$ cat config.mk
export PLATFORM = sky130hd
export DESIGN_NAME = uart_imem_loader
export DESIGN_NICKNAME = d
export VERILOG_FILES = /design/src/rtl/uart_imem_loader.sv
export SDC_FILE = /design/constraint.sdc
export NUM_CORES = 1
export LEC_CHECK = 0
export BUFFER_PORTS_ARGS = -buffer_cell sky130_fd_sc_hd__buf_2
export CORE_MARGIN = 4
export CORE_UTILIZATION = 50
export CTS_CLUSTER_SIZE = 14
export DETAILED_ROUTE_END_ITERATION = 8
export GPL_TIMING_DRIVEN = 0
export PLACE_DENSITY = 0.72
export SYNTH_ARGS = -nofsm -noshare
export SYNTH_HDL_FRONTEND = slang
export SYNTH_SLANG_ARGS = --single-unit
$ cat constraint.sdc
create_clock -name clk -period 5.7 [get_ports clk]
set_clock_uncertainty 0.15 [all_clocks]
set_input_delay 1.14 -clock clk [delete_from_list [all_inputs] [get_ports clk]]
set_output_delay 1.14 -clock clk [all_outputs]
set_load 0.005 [all_outputs]
$ cat src/rtl/uart_imem_loader.sv
// Boot-time program loader: packs UART bytes (LSB first) into 32-bit words,
// writes them to consecutive instruction-memory addresses, stops on an
// end-of-program marker and then releases the core from reset. Partial words
// are abandoned on an inter-byte timeout or a UART BREAK.
module uart_imem_loader #(
   parameter int          ADDR_W         = 8,
   parameter logic [31:0] END_WORD       = 32'hFFFF_FFFF,
   parameter int          TIMEOUT_CYCLES = 200000
) (
   input  logic              clk,
   input  logic              resetn,
   input  logic              uart_rx_valid,
   input  logic [7:0]        uart_rx_data,
   input  logic              uart_rx_break,
   output logic              imem_we,
   output logic [ADDR_W-1:0] imem_addr,
   output logic [31:0]       imem_wdata,
   output logic              write_done,
   output logic              overflow,
   output logic [ADDR_W:0]   word_count,
   output logic              core_resetn
);

   localparam int                IDLE_W    = $clog2(TIMEOUT_CYCLES + 1);
   localparam logic [IDLE_W-1:0] IDLE_LAST = IDLE_W'(TIMEOUT_CYCLES - 1);
   localparam logic [ADDR_W:0]   CAPACITY  = {1'b1, {ADDR_W{1'b0}}};

   typedef enum logic [1:0] {
      ST_LOAD  = 2'd0,
      ST_WRITE = 2'd1,
      ST_DONE  = 2'd2
   } state_t;

   state_t            state_r;
   state_t            state_nxt_s;
   logic [1:0]        bidx_r;
   logic [31:0]       word_r;
   logic [IDLE_W-1:0] idle_r;

   logic              accept_s;
   logic              brk_s;
   logic              timeout_s;
   logic              last_byte_s;
   logic [31:0]       word_s;
   logic              is_end_s;
   logic              is_full_s;
   logic              we_nxt_s;
   logic              set_done_s;
   logic              set_ovf_s;

   // Qualify UART events; break beats a simultaneous byte, a byte beats an expiring timeout.
   always_comb begin
      brk_s       = (state_r == ST_LOAD) && uart_rx_break;
      accept_s    = (state_r == ST_LOAD) && uart_rx_valid && !uart_rx_break;
      timeout_s   = (state_r == ST_LOAD) && (bidx_r != 2'd0) && !uart_rx_valid &&
                    !uart_rx_break && (idle_r == IDLE_LAST);
      last_byte_s = accept_s && (bidx_r == 2'd3);
      word_s      = {uart_rx_data, word_r[23:0]};
      is_end_s    = (word_s == END_WORD);
      is_full_s   = (word_count == CAPACITY);
   end

   // State register.
   always_ff @(posedge clk or negedge resetn) begin
      if (!resetn) begin
         state_r <= ST_LOAD;
      end else begin
         state_r <= state_nxt_s;
      end
   end

   // Next-state decision: a completed word either ends the load or is written.
   always_comb begin
      state_nxt_s = state_r;
      case (state_r)
         ST_LOAD: begin
            if (last_byte_s) begin
               if (is_end_s || is_full_s) begin
                  state_nxt_s = ST_DONE;
               end else begin
                  state_nxt_s = ST_WRITE;
               end
            end else begin
               state_nxt_s = ST_LOAD;
            end
         end
         ST_WRITE: state_nxt_s = ST_LOAD;
         ST_DONE:  state_nxt_s = ST_DONE;
         default:  state_nxt_s = ST_LOAD;
      endcase
   end

   // Output decode: what the registered outputs must do on the coming edge.
   always_comb begin
      we_nxt_s   = 1'b0;
      set_done_s = 1'b0;
      set_ovf_s  = 1'b0;
      case (state_r)
         ST_LOAD: begin
            if (last_byte_s) begin
               if (is_end_s) begin
                  set_done_s = 1'b1;
               end else if (is_full_s) begin
                  set_done_s = 1'b1;
                  set_ovf_s  = 1'b1;
               end else begin
                  we_nxt_s   = 1'b1;
               end
            end else begin
               we_nxt_s = 1'b0;
            end
         end
         default: begin
            we_nxt_s   = 1'b0;
            set_done_s = 1'b0;
            set_ovf_s  = 1'b0;
         end
      endcase
   end

   // Byte assembly and inter-byte idle counter.
   always_ff @(posedge clk or negedge resetn) begin
      if (!resetn) begin
         bidx_r <= 2'd0;
         word_r <= 32'd0;
         idle_r <= {IDLE_W{1'b0}};
      end else begin
         case (state_r)
            ST_LOAD: begin
               if (brk_s) begin
                  bidx_r <= 2'd0;
                  idle_r <= {IDLE_W{1'b0}};
               end else if (accept_s) begin
                  word_r[{bidx_r, 3'b000} +: 8] <= uart_rx_data;
                  bidx_r <= bidx_r + 2'd1;
                  idle_r <= {IDLE_W{1'b0}};
               end else if (timeout_s) begin
                  bidx_r <= 2'd0;
                  idle_r <= {IDLE_W{1'b0}};
               end else if (bidx_r != 2'd0) begin
                  idle_r <= idle_r + IDLE_W'(1);
               end else begin
                  idle_r <= {IDLE_W{1'b0}};
               end
            end
            default: begin
               bidx_r <= 2'd0;
               idle_r <= {IDLE_W{1'b0}};
            end
         endcase
      end
   end

   // Registered memory-write port, word counter and sticky status flags.
   always_ff @(posedge clk or negedge resetn) begin
      if (!resetn) begin
         imem_we     <= 1'b0;
         imem_addr   <= {ADDR_W{1'b0}};
         imem_wdata  <= 32'd0;
         write_done  <= 1'b0;
         overflow    <= 1'b0;
         word_count  <= {(ADDR_W+1){1'b0}};
         core_resetn <= 1'b0;
      end else begin
         imem_we <= we_nxt_s;
         if (we_nxt_s) begin
            imem_addr  <= word_count[ADDR_W-1:0];
            imem_wdata <= word_s;
         end
         if (state_r == ST_WRITE) begin
            word_count <= word_count + {{ADDR_W{1'b0}}, 1'b1};
         end
         write_done  <= write_done | set_done_s;
         overflow    <= overflow | set_ovf_s;
         core_resetn <= write_done;
      end
   end

endmodule

Word level (Yosys, flattened, before mapping)
Cells that the tools add are included.
Cells by class
  bitwise logic cells: 3
  reduce and logical (&&, ||, !) cells: 14
  multiplexer cells: 24
  shift operators: 2
  add/subtract/negate cells: 4
  equal/unequal tests: 7
Operator list (number)
  two-way mux 18 bit: 5
  bitwise mux 32 bit: 1
  equality test 32 bit, second input constant: 1
  variable shift 8 x 7 -> 32 bit, first input constant: 1
  variable part select 8 x 7 -> 32 bit: 1
  adder 18 x 1 -> 18 bit, second input constant: 1
  equality test 18 bit, second input constant: 1
  two-way mux 2 bit: 6
  two-way mux 1 bit: 11
  adder 9 x 1 -> 9 bit, second input constant: 1
  equality test 9 bit, second input constant: 1
  logical AND 1 bit: 8
  negator 5 -> 7 bit: 1
  equality test 2 bit, second input constant: 2
  != test 4 bit, second input constant: 1
  case mux 2 bit (2 select lines): 1
  AND reduction 3 bit: 1
  adder 2 x 1 -> 2 bit, second input constant: 1
  equality test 2 x 1 -> 1 bit, second input constant: 1
  logical NOT 1 bit: 2
  logical NOT 2 bit: 1
  OR 1 bit: 2
  nonzero test 2 bit: 1
  logical OR 1 bit: 1
  NOT 1 bit: 1
Word-level totals
  register bits after elaboration: 107
  word-level logic and storage cells: 65
  output and inout port bits: 53

Logic depth before layout (Yosys ltp)
  word-level depth: 9
  depth in mapped cells: 7

Least setup slack after synthesis
No wires, ideal clock.
  kind: input to register
  from: input port uart_rx_data[6]
  to: register imem_addr[0]
  setup time: 125 ps
  stages: 6
  required time: 5425 ps
  arrival time: 2310 ps
  setup slack: 3116 ps
  path through: nand4_1 -> nor4_1 -> nand2_1 -> nand3_1 -> buf_4 -> mux2_2
Between the ends
  cells in the longest elaborated chain, start to end: 4
Ends and longest elaborated chain
  start, declared: line 13  | input logic [7:0] uart_rx_data,
  equality test 32 bit: line 59  | is_end_s = (word_s == END_WORD);
  two-way mux 1 bit: line 101  | if (is_end_s) begin
  two-way mux 1 bit: line 100  | if (last_byte_s) begin
  two-way mux 1 bit: line 98  | case (state_r)
  end signal, assigned: line 158  | imem_addr <= {ADDR_W{1'b0}};
  end signal, assigned: line 167  | imem_addr <= word_count[ADDR_W-1:0];
  end, declared: line 16  | output logic [ADDR_W-1:0] imem_addr,
Every way passes these cells.
A chain may end at the register's enable or synchronous reset.

Worst setup path in the final report
  from: input port uart_rx_data[6]
  to: register imem_wdata[3]
Between the ends
  cells in the longest elaborated chain, start to end: 4
Ends and longest elaborated chain
  equality test 32 bit: line 59
  two-way mux 1 bit: line 101
  two-way mux 1 bit: line 100
  two-way mux 1 bit: line 98
  end signal, assigned: line 168  | imem_wdata <= word_s;
  end, declared: line 17  | output logic [31:0] imem_wdata,
Every way passes these cells.

==> impl_results.md <==
- Syn-to-layout area delta: 16.2%
- Worst path arrival time: 2.94 ns
- CP delay by family, top: simple AND/OR/NAND/NOR gates
- Most common library cells after synthesis: 99 x dfrtp_1, 63 x nand2_1, 40 x mux2_2
- Critical path, cell by cell: buf_2 > nand4_1 > nor4_1 > nand2_1 > nand3_1 > buf_4 > mux2_2
- Power per standard cell area: 271 nW/µm²
- Number of fill cells: 703
- Fin util: approximately 60%
- Max-cap viol count: 0
- Slew HR: 48.9%
- CTS max path bufs: 2
- Reg area: roughly 2500 µm²
- Total number of yosys warnings: 0
- Leakage: 2.43 nW
- Share of layout cells above drive strength 1: 28.9%
- CP startpoint: uart_rx_data[6]
- Slew @ Worst Pin: 0.761 ns
- Initial antenna violation count: 0
- Die Wd: 99.4 µm
- Synth top area cells: dfrtp_1 59%, mux2_2 11%, nand2_1 5.7%
- Number of global-route vias before repair: 2,932
- Port buffer count: 64
- Resized Gates After CTS: 0
- Seq cells post-synth: ~100
- Synth async-reset ratio: 100%
- Synth top area share: 59.3%
- WL final: ~8600 µm
- Clock Sinks: 99
- RR Startpoint: word_r[2]
- Synth Flop Type: dfrtp_1
- Finished Cell Area: a little under 5000 µm²
- Max Clk Rate: 352 MHz
- RSZ-0062 raised after global routing: no
- Max Fanout on Critical Path: 10
- Final period util: 49.8%
- Detailed Route Iter0 Violations: 128
- Status: finished clean
- Buf/Inv on CP: 2
- Area leader, netlist: dfrtp_1
- Count leader, synth: dfrtp_1
- Final ANT Viol Nets: 0
- DRC Markers: 0
- DIE AREA: 9880 µm²
- Root buf cell: clkbuf_8
- H-Tree Depth: 3
- Remaining Overflow, GRT: 0
- Synthesized area per cell: around 11 µm²
- Fin crit period: 2.84 ns
- Peak VDD IR: 159 µV
- Starting Density: 51.1%
- Tightest Hold Check Type: flip-flop to flip-flop
- Place WS: ~2.4 ns
- Final total negative setup slack: 0 ns
- Setup slack after layout: roughly 2.9 ns
- Critical path required time: 5.80 ns
- Post-synthesis cell count: 366
- Post-CTS Setup Repair Bufs: 0
- Worst skew pair latency: 0.37 ns
- Clk slew on worst S/H paths: 0.10 ns
- Hold_sp: write_done
- Cell row count: 33
- Placed inst area: between 4000 and 5000 µm²
- Post-CTS Hold Buffers: 0
- Placer's final routability congestion estimate: between 0.8 and 0.9
- Routed via count: around 3k
- Number of flops mapped to enable cells by yosys: 0
- Global-route wire length before repair: 14,400 µm
- Synth Net Count: a little under 400
- Sequential area share after synthesis: 59.3%
- Area of the multi-input gates: 1580 µm²
- Fin. max-slew vios: 0
- Unique masters post-synth: 29
- Top-level I/O count: 65
- Slowest-stage cell, CP: nor4_1
- Final std cells w/o fill: about 550
- DR vias/cell: between 5 and 6
- Num CTS Buffers: 9
- Pin count of the biggest net entering global routing: 73
- Critical Path End Type: flip-flop
- # placed instances: ~540
- Critical path's largest stage delay: 0.36 ns
- Core area: roughly 8000 µm²
- Final setup fails: 0
- Total GRT Usage: 18.5%
- Dpl hpwl: 6190 µm
- Layout Nets: 462
- Initial DRT Pass Iterations: 4
- Final hold vios: 0
- CP Launch Type: input pin
- Antenna diodes: 0
- Routed WL per cell: about 16 µm
- Mapped Area: 4180 µm²
- Die height: 99.4 µm
- WS Path Type: input pin to flip-flop
- TritonCTS clock tree: done
## final cells by class
cell class	instances	area share (%)
tap	105	2.71
buffer	12	1.42
multi-input combinational	243	32.7
clock buffer	10	2.84
clock inverter	6	1.14
sequential	99	51.1
timing repair buffer	65	7.22
inverter	12	0.929
## placed cells by master (no fill, tap or decap), drive strengths merged, types with 12 or more instances in the layout
master  Yosys  routed
xnor2      12      12
nand2      63      63
inv        12      16
clkbuf      4      14
nand4      14      14
xor2       12      12
dfrtp      99      99
nand3      16      16
nor2       27      27
mux2       40      40
o21ai      26      26
buf         8      73
## cells by family (layout without fill, tap and decap cells)
logic type / after synthesis / count (layout) / synth area share [%]
mux: 40 / 40 / 10.8
compound gates: 31 / 31 / 4.53
xor+xnor: 24 / 24 / 5.03
buf+inv: 24 / 105 / 2.73
simple gates: 140 / 140 / 15.2
flops: 99 / 99 / 59.3
fa+ha+maj: 8 / 8 / 2.40
## sequential cells by signal, summed over array words and instances (netlist names)
register,count
imem_addr,8
imem_wdata,32
state_r,2
core_resetn,1
bidx_r,2
word_count,9
idle_r,18
imem_we,1
word_r,24
overflow,1
write_done,1
## power by group
part | internal (mW) | switching, mW | total, mW | leakage [nW]
clock network | 0.180 | 0.262 | 0.442 | 0.0998
logic | 0.0462 | 0.0633 | 0.109 | 0.964
registers | 0.736 | 0.0266 | 0.763 | 1.37
## layer usage
| layer | part of all wire [%] | GRT usage (%) | vias up |
|---|---|---|---|
| li1 | - | - | 1395 |
| met1 | 44 | 24.8 | 1445 |
| met2 | 48 | 28.9 | 76 |
| met3 | 6.5 | 4.42 | 9 |
| met4 | 1.6 | 8.09 | 0 |
| met5 | 0 | 0 | - |
## path summary, 6_finish.rpt
path                                   to  slack (ns)  cells past startpoint
setup / recovery            imem_wdata[3]        2.86                      7
hold / removal                core_resetn        0.29                      0
setup reg to reg            imem_wdata[3]        3.38                      6
hold reg to reg               core_resetn        0.29                      0
max in group asynchronous   word_count[7]        4.20                      2
min in group asynchronous  imem_wdata[17]        0.52                      1
## metrics by stage
step | hold slack, ns | power [mW]
global placement | 0.269 | 0.880
finish | 0.291 | 1.31
floorplan | 0.247 | 0.824
global route | 0.329 | 1.38
CTS | 0.304 | 1.33
detailed placement | 0.280 | 0.889
No activity file was read; power rests on OpenSTA's default activity.
